==> config.mk <==
export PLATFORM = sky130hd
export DESIGN_NAME = spi_wb_xfer_ctrl
export DESIGN_NICKNAME = d
export VERILOG_FILES = /design/src/rtl/spi_wb_xfer_ctrl.sv
export SDC_FILE = /design/constraint.sdc
export NUM_CORES = 1
export LEC_CHECK = 0
export CAP_MARGIN = 20
export CORE_ASPECT_RATIO = 1.1
export CORE_MARGIN = 2
export CORE_UTILIZATION = 40
export CTS_CLUSTER_DIAMETER = 30
export DETAILED_ROUTE_END_ITERATION = 8
export PLACE_DENSITY_LB_ADDON = 0.15
export SYNTH_ARGS = -nofsm -noshare
export SYNTH_HDL_FRONTEND = slang
export SYNTH_SLANG_ARGS = --single-unit
==> constraint.sdc <==
create_clock -name clk_i -period 4.7 [get_ports clk_i]
set_input_delay 0.94 -clock clk_i [delete_from_list [all_inputs] [get_ports clk_i]]
set_output_delay 0.94 -clock clk_i [all_outputs]
set_load 0.02 [all_outputs]
==> src/rtl/spi_wb_xfer_ctrl.sv <==
// Wishbone master sequencer for an 8-bit SPI master core: configures the core,
// asserts slave select, streams TX bytes, polls for and returns RX bytes.
module spi_wb_xfer_ctrl #(
  parameter int LEN_W    = 8,
  parameter int POLL_MAX = 1023,
  parameter int POLL_W   = 10
) (
  input  logic             clk_i,
  input  logic             rst_i,
  input  logic             cmd_valid_i,
  output logic             cmd_ready_o,
  input  logic [LEN_W-1:0] cmd_len_i,
  input  logic [1:0]       cmd_ss_i,
  input  logic             cmd_cpol_i,
  input  logic             cmd_cpha_i,
  input  logic [3:0]       cmd_div_i,
  input  logic             tx_valid_i,
  output logic             tx_ready_o,
  input  logic [7:0]       tx_data_i,
  output logic             rx_valid_o,
  output logic [7:0]       rx_data_o,
  output logic             busy_o,
  output logic             done_o,
  output logic             err_o,
  output logic             wb_cyc_o,
  output logic             wb_stb_o,
  output logic [2:0]       wb_adr_o,
  output logic             wb_we_o,
  output logic [7:0]       wb_dat_o,
  input  logic [7:0]       wb_dat_i,
  input  logic             wb_ack_i
);

  localparam logic [2:0] ADR_SPCR = 3'd0;
  localparam logic [2:0] ADR_SPSR = 3'd1;
  localparam logic [2:0] ADR_SPDR = 3'd2;
  localparam logic [2:0] ADR_SPER = 3'd3;
  localparam logic [2:0] ADR_SS   = 3'd4;

  typedef enum logic [3:0] {
    S_IDLE, S_CFG_SPCR, S_CFG_SPER, S_CFG_SS, S_TX_WAIT,
    S_WR_SPDR, S_POLL, S_RD_SPDR, S_SS_OFF, S_DONE
  } state_t;

  state_t             state_q, state_d;
  logic [LEN_W-1:0]   rem_q, rem_d;
  logic [1:0]         ss_q, ss_d;
  logic               cpol_q, cpol_d, cpha_q, cpha_d;
  logic [3:0]         div_q, div_d;
  logic [7:0]         tx_byte_q, tx_byte_d;
  logic [POLL_W-1:0]  poll_q, poll_d;

  logic               cmd_ready_q, cmd_ready_d;
  logic               tx_ready_q, tx_ready_d;
  logic               rx_valid_q, rx_valid_d;
  logic [7:0]         rx_data_q, rx_data_d;
  logic               busy_q, busy_d;
  logic               done_q, done_d;
  logic               err_q, err_d;
  logic               cyc_q, cyc_d;
  logic [2:0]         adr_q, adr_d;
  logic               we_q, we_d;
  logic [7:0]         dat_q, dat_d;

  // Bus request raised by the current state; the shared block below turns it
  // into a classic single access with one idle cycle after every ack.
  logic               req, req_we;
  logic [2:0]         req_adr;
  logic [7:0]         req_dat;
  logic               bus_ack;

  assign bus_ack = cyc_q & wb_ack_i;

  always_comb begin
    // NOTE: every signal driven here gets a default first, so no path through
    // the case statement can leave one unassigned and infer a latch.
    state_d    = state_q;
    rem_d      = rem_q;
    ss_d       = ss_q;
    cpol_d     = cpol_q;
    cpha_d     = cpha_q;
    div_d      = div_q;
    tx_byte_d  = tx_byte_q;
    poll_d     = poll_q;
    rx_valid_d = 1'b0;
    rx_data_d  = rx_data_q;
    err_d      = err_q;
    cyc_d      = cyc_q;
    adr_d      = adr_q;
    we_d       = we_q;
    dat_d      = dat_q;
    req        = 1'b0;
    req_we     = 1'b0;
    req_adr    = 3'd0;
    req_dat    = 8'h00;

    case (state_q)
      S_IDLE: begin
        if (cmd_valid_i && cmd_ready_q) begin
          rem_d   = cmd_len_i;
          ss_d    = cmd_ss_i;
          cpol_d  = cmd_cpol_i;
          cpha_d  = cmd_cpha_i;
          div_d   = cmd_div_i;
          err_d   = 1'b0;
          state_d = S_CFG_SPCR;
        end
      end
      S_CFG_SPCR: begin
        req     = 1'b1;
        req_we  = 1'b1;
        req_adr = ADR_SPCR;
        // SPIE=0, SPE=1, MSTR=1
        req_dat = {1'b0, 1'b1, 1'b0, 1'b1, cpol_q, cpha_q, div_q[1:0]};
        if (bus_ack) state_d = S_CFG_SPER;
      end
      S_CFG_SPER: begin
        req     = 1'b1;
        req_we  = 1'b1;
        req_adr = ADR_SPER;
        req_dat = {6'b000000, div_q[3:2]};
        if (bus_ack) state_d = S_CFG_SS;
      end
      S_CFG_SS: begin
        req     = 1'b1;
        req_we  = 1'b1;
        req_adr = ADR_SS;
        req_dat = {6'b000000, ss_q};
        if (bus_ack) state_d = S_TX_WAIT;
      end
      S_TX_WAIT: begin
        if (tx_valid_i && tx_ready_q) begin
          tx_byte_d = tx_data_i;
          state_d   = S_WR_SPDR;
        end
      end
      S_WR_SPDR: begin
        req     = 1'b1;
        req_we  = 1'b1;
        req_adr = ADR_SPDR;
        req_dat = tx_byte_q;
        if (bus_ack) begin
          poll_d  = '0;
          state_d = S_POLL;
        end
      end
      S_POLL: begin
        req     = 1'b1;
        req_adr = ADR_SPSR;
        if (bus_ack) begin
          if (!wb_dat_i[0]) begin
            state_d = S_RD_SPDR;
          end else if (poll_q == POLL_W'(POLL_MAX)) begin
            err_d   = 1'b1;
            state_d = S_SS_OFF;
          end else begin
            poll_d  = poll_q + 1'b1;
          end
        end
      end
      S_RD_SPDR: begin
        req     = 1'b1;
        req_adr = ADR_SPDR;
        if (bus_ack) begin
          rx_data_d  = wb_dat_i;
          rx_valid_d = 1'b1;
          if (rem_q == '0) begin
            state_d = S_SS_OFF;
          end else begin
            rem_d   = rem_q - 1'b1;
            state_d = S_TX_WAIT;
          end
        end
      end
      S_SS_OFF: begin
        req     = 1'b1;
        req_we  = 1'b1;
        req_adr = ADR_SS;
        if (bus_ack) state_d = S_DONE;
      end
      S_DONE:  state_d = S_IDLE;
      default: state_d = S_IDLE;
    endcase

    if (req) begin
      if (!cyc_q) begin
        cyc_d = 1'b1;
        we_d  = req_we;
        adr_d = req_adr;
        dat_d = req_dat;
      end else if (wb_ack_i) begin
        cyc_d = 1'b0;
      end
    end

    // Status outputs are registered copies of what the next state implies.
    cmd_ready_d = (state_d == S_IDLE);
    tx_ready_d  = (state_d == S_TX_WAIT);
    busy_d      = (state_d != S_IDLE) && (state_d != S_DONE);
    done_d      = (state_d == S_DONE);
  end

  // NOTE: sequential state uses non-blocking assignments so every flop samples
  // the pre-edge values regardless of statement order.
  always_ff @(posedge clk_i or negedge rst_i) begin
    if (!rst_i) begin
      state_q     <= S_IDLE;
      rem_q       <= '0;
      ss_q        <= '0;
      cpol_q      <= 1'b0;
      cpha_q      <= 1'b0;
      div_q       <= '0;
      tx_byte_q   <= '0;
      poll_q      <= '0;
      cmd_ready_q <= 1'b0;
      tx_ready_q  <= 1'b0;
      rx_valid_q  <= 1'b0;
      rx_data_q   <= '0;
      busy_q      <= 1'b0;
      done_q      <= 1'b0;
      err_q       <= 1'b0;
      cyc_q       <= 1'b0;
      adr_q       <= '0;
      we_q        <= 1'b0;
      dat_q       <= '0;
    end else begin
      state_q     <= state_d;
      rem_q       <= rem_d;
      ss_q        <= ss_d;
      cpol_q      <= cpol_d;
      cpha_q      <= cpha_d;
      div_q       <= div_d;
      tx_byte_q   <= tx_byte_d;
      poll_q      <= poll_d;
      cmd_ready_q <= cmd_ready_d;
      tx_ready_q  <= tx_ready_d;
      rx_valid_q  <= rx_valid_d;
      rx_data_q   <= rx_data_d;
      busy_q      <= busy_d;
      done_q      <= done_d;
      err_q       <= err_d;
      cyc_q       <= cyc_d;
      adr_q       <= adr_d;
      we_q        <= we_d;
      dat_q       <= dat_d;
    end
  end

  assign cmd_ready_o = cmd_ready_q;
  assign tx_ready_o  = tx_ready_q;
  assign rx_valid_o  = rx_valid_q;
  assign rx_data_o   = rx_data_q;
  assign busy_o      = busy_q;
  assign done_o      = done_q;
  assign err_o       = err_q;
  assign wb_cyc_o    = cyc_q;
  assign wb_stb_o    = cyc_q;
  assign wb_adr_o    = adr_q;
  assign wb_we_o     = we_q;
  assign wb_dat_o    = dat_q;

endmodule

==> out/qor.yml <==
cts-root-buf: "clkbuf_8"
place_hpwl_um: 5070
clkTransAtPathRegs_ps: 70
hold_viol: 0
rows: 34
syn_inst: 308
power_uw: 2400
routed_wl_um: 7240
powerDensity_mw_per_mm2: 589
synth_nets: 347
drv_cap: 0
port_buffers: 64
whs_ps: 492
hold_class: "flop to flop"
leakagePower_uw: 0.00168
crit_fanout: 24
max_freq_mhz: 347
layout_common_cells: "dfrtp_1, clkdlybuf4s50_1, o21ai_0, mux2_2, nand2_1"
finalWeightedCongestion: 0.804
drt_iter0_markers: 132
synth_warnings: 0
ys_ff_latch: 65
cp.arrival_ps: 3110
setup_viol: 0
die_h_um: 97.9
h-tree-depth: 3
drc: 0
rsz0062_at_grt: "no"
grt_usage: 0.183
clockBufferDepth: 2
met2_usage: 0.284
hold_buffers: 0
cpMaxStageDelayCell: "dfrtp_1"
die_w_um: 89.3
dieArea_mm2: 0.00874
avgSynthCellArea_um2: 10.4
finalSetupTns_ps: 0
crit_chain: "nor2b_1, nand3_1, nor2_2, mux2_2"
period_needed_ps: 2880
critPathCaptureType: "flop"
layout_commonest_cell: "dfrtp_1"
crit_type: "flop to flop"
num_vias: 2554
critical_path_buf_inv_count: 0
fin_util: 0.521
synth-edff-count: 0
grt_most_used_layer: "met2"
io_pins: 65
clkSinkCount: 65
postSynth.asyncResetShare: 1.00
ctsResizeCount: 0
drt_first_pass_iters: 4
initial_utilization: 0.409
cts_tree: "yes"
tightest_slew_ps: 980
cp_top_family: "simple AND/OR/NAND/NOR gates"
ant_nets: 0
antenna_found_initial: 0
yosysSeqAreaShare: 0.508
fin_worst_skew_ps: 10.5
final_layout_size_suffix_gt1_frac: 0.137
grt_max_degree: 34
grt-ovfl-total: 0
grt_use_met1: 0.243
n_antenna_cell: 0
syn_area_mm2: 0.00320
ir_drop_mv: 0.354
slowest_delay_ps: 890
layout.nets: 406
syn_to_final_growth_pct: 27.4
core-area_mm2: 0.00783
maxSlewHeadroom: 0.342
cp_data_required_time_ps: 4930
post_cts_buffers: 0
cts_made_buffers: 9
ys_types: 50
status: "completed"
via_per_inst: 5.32
ys.flop_type: "dfrtp_1"
min_period_over_period: 0.613
grt_pass1_vias: 2569
clkLatencyLatePin_ps: 340
startpoint_type: "flop"
maxSlewViolCount: 0
grt_use_met3: 0.0490
wire_per_inst_um: 15.1
grt_pass1_wl_um: 12300
[cell families after synthesis]
logic type / Yosys count / synth area share
compound gates: 75 / 0.151
xor+xnor: 2 / 0.00547
fa+ha+maj: 2 / 0.00781
buf+inv: 24 / 0.0355
flops: 65 / 0.508
mux: 30 / 0.104
simple gates: 110 / 0.189
[final cells by class]
type | count | area [µm²]
multi-input combinational | 219 | 1460
fill | 736 | 3750
clock inverter | 5 | 56.3
sequential | 65 | 1630
tap | 108 | 135
inverter | 7 | 26.3
timing repair buffer | 65 | 643
clock buffer | 11 | 131
[tightest hold or removal path, delay by kind of cell (launching register included)]
kind	cells	cell delay [ps]
AOI/OAI and AO/OA	1	50
DFF	1	350
and+or+nand+nor	1	50
[final timing paths]
| kind | endpoint | depth (start not counted) | slack [ps] | from |
|---|---|---|---|---|
| min reg2reg | wb_dat_o[6] | 2 | 490 | wb_dat_o[6] |
| min | wb_dat_o[6] | 2 | 490 | wb_dat_o[6] |
| max | rx_data_o[2] | 4 | 1820 | state_q[2] |
| max in group asynchronous | poll_q[8] | 2 | 3140 | rst_i |
| max reg2reg | rx_data_o[2] | 4 | 1820 | state_q[2] |
| min in group asynchronous | poll_q[3] | 1 | 650 | rst_i |
[metrics by stage]
step / area, µm² / instances / setup slack, ps
after CTS: 4080 / 480 / 1820
after global routing: 4080 / 480 / 1550
after global placement: 3890 / 464 / 1750
final: 4080 / 480 / 1820
after floorplan: 3200 / 308 / 2580
after detailed placement: 3890 / 464 / 1670
[cell usage after synthesis (2+ instances only)]
cell,instances,share of area
dfrtp_1,65,0.51
mux2_2,25,0.088
o21ai_0,25,0.039
nand2_1,24,0.028
nor2_1,19,0.022
a21oi_1,17,0.027
nand3_1,11,0.017
nor3_1,8,0.013
o31ai_1,8,0.019
buf_2,7,0.011
inv_1,7,0.0082
nor2b_1,7,0.014
or3_1,7,0.014
nand2b_1,6,0.012
and3_1,5,0.0098
clkbuf_1,5,0.0059
mux2i_1,5,0.016
a31oi_1,4,0.0078
nor4_1,4,0.0078
o211ai_1,4,0.0094
a32oi_1,3,0.0082
nand4_1,3,0.0059
or2_2,3,0.0059
and2_1,2,0.0039
buf_1,2,0.0023
buf_4,2,0.0047
ha_1,2,0.0078
nor2_2,2,0.0039
o32a_1,2,0.0063
o41a_1,2,0.0070
or4_1,2,0.0047
xor2_1,2,0.0055
[report_power, final]
part           switching, µW  internal, µW  total, µW
Combinational            475           476        951
Sequential               228           766        994
Clock                    215           244        459
[sequential cells by signal, summed over array words and instances (netlist names), 2 cells and up]
name       flops
div_q          4
poll_q        10
wb_adr_o       3
tx_byte_q      8
state_q        4
ss_q           2
wb_dat_o       8
rem_q          8
rx_data_o      8
[per-layer routing]
| metal | part of all wire | routed length [µm] |
|---|---|---|
| met1 | 0.45 | 3240 |
| met2 | 0.49 | 3560 |
| met3 | 0.043 | 312 |
| met4 | 0.017 | 120 |
| met5 | 0 | 0 |
Note: power is estimated with default switching activity, not from simulation.
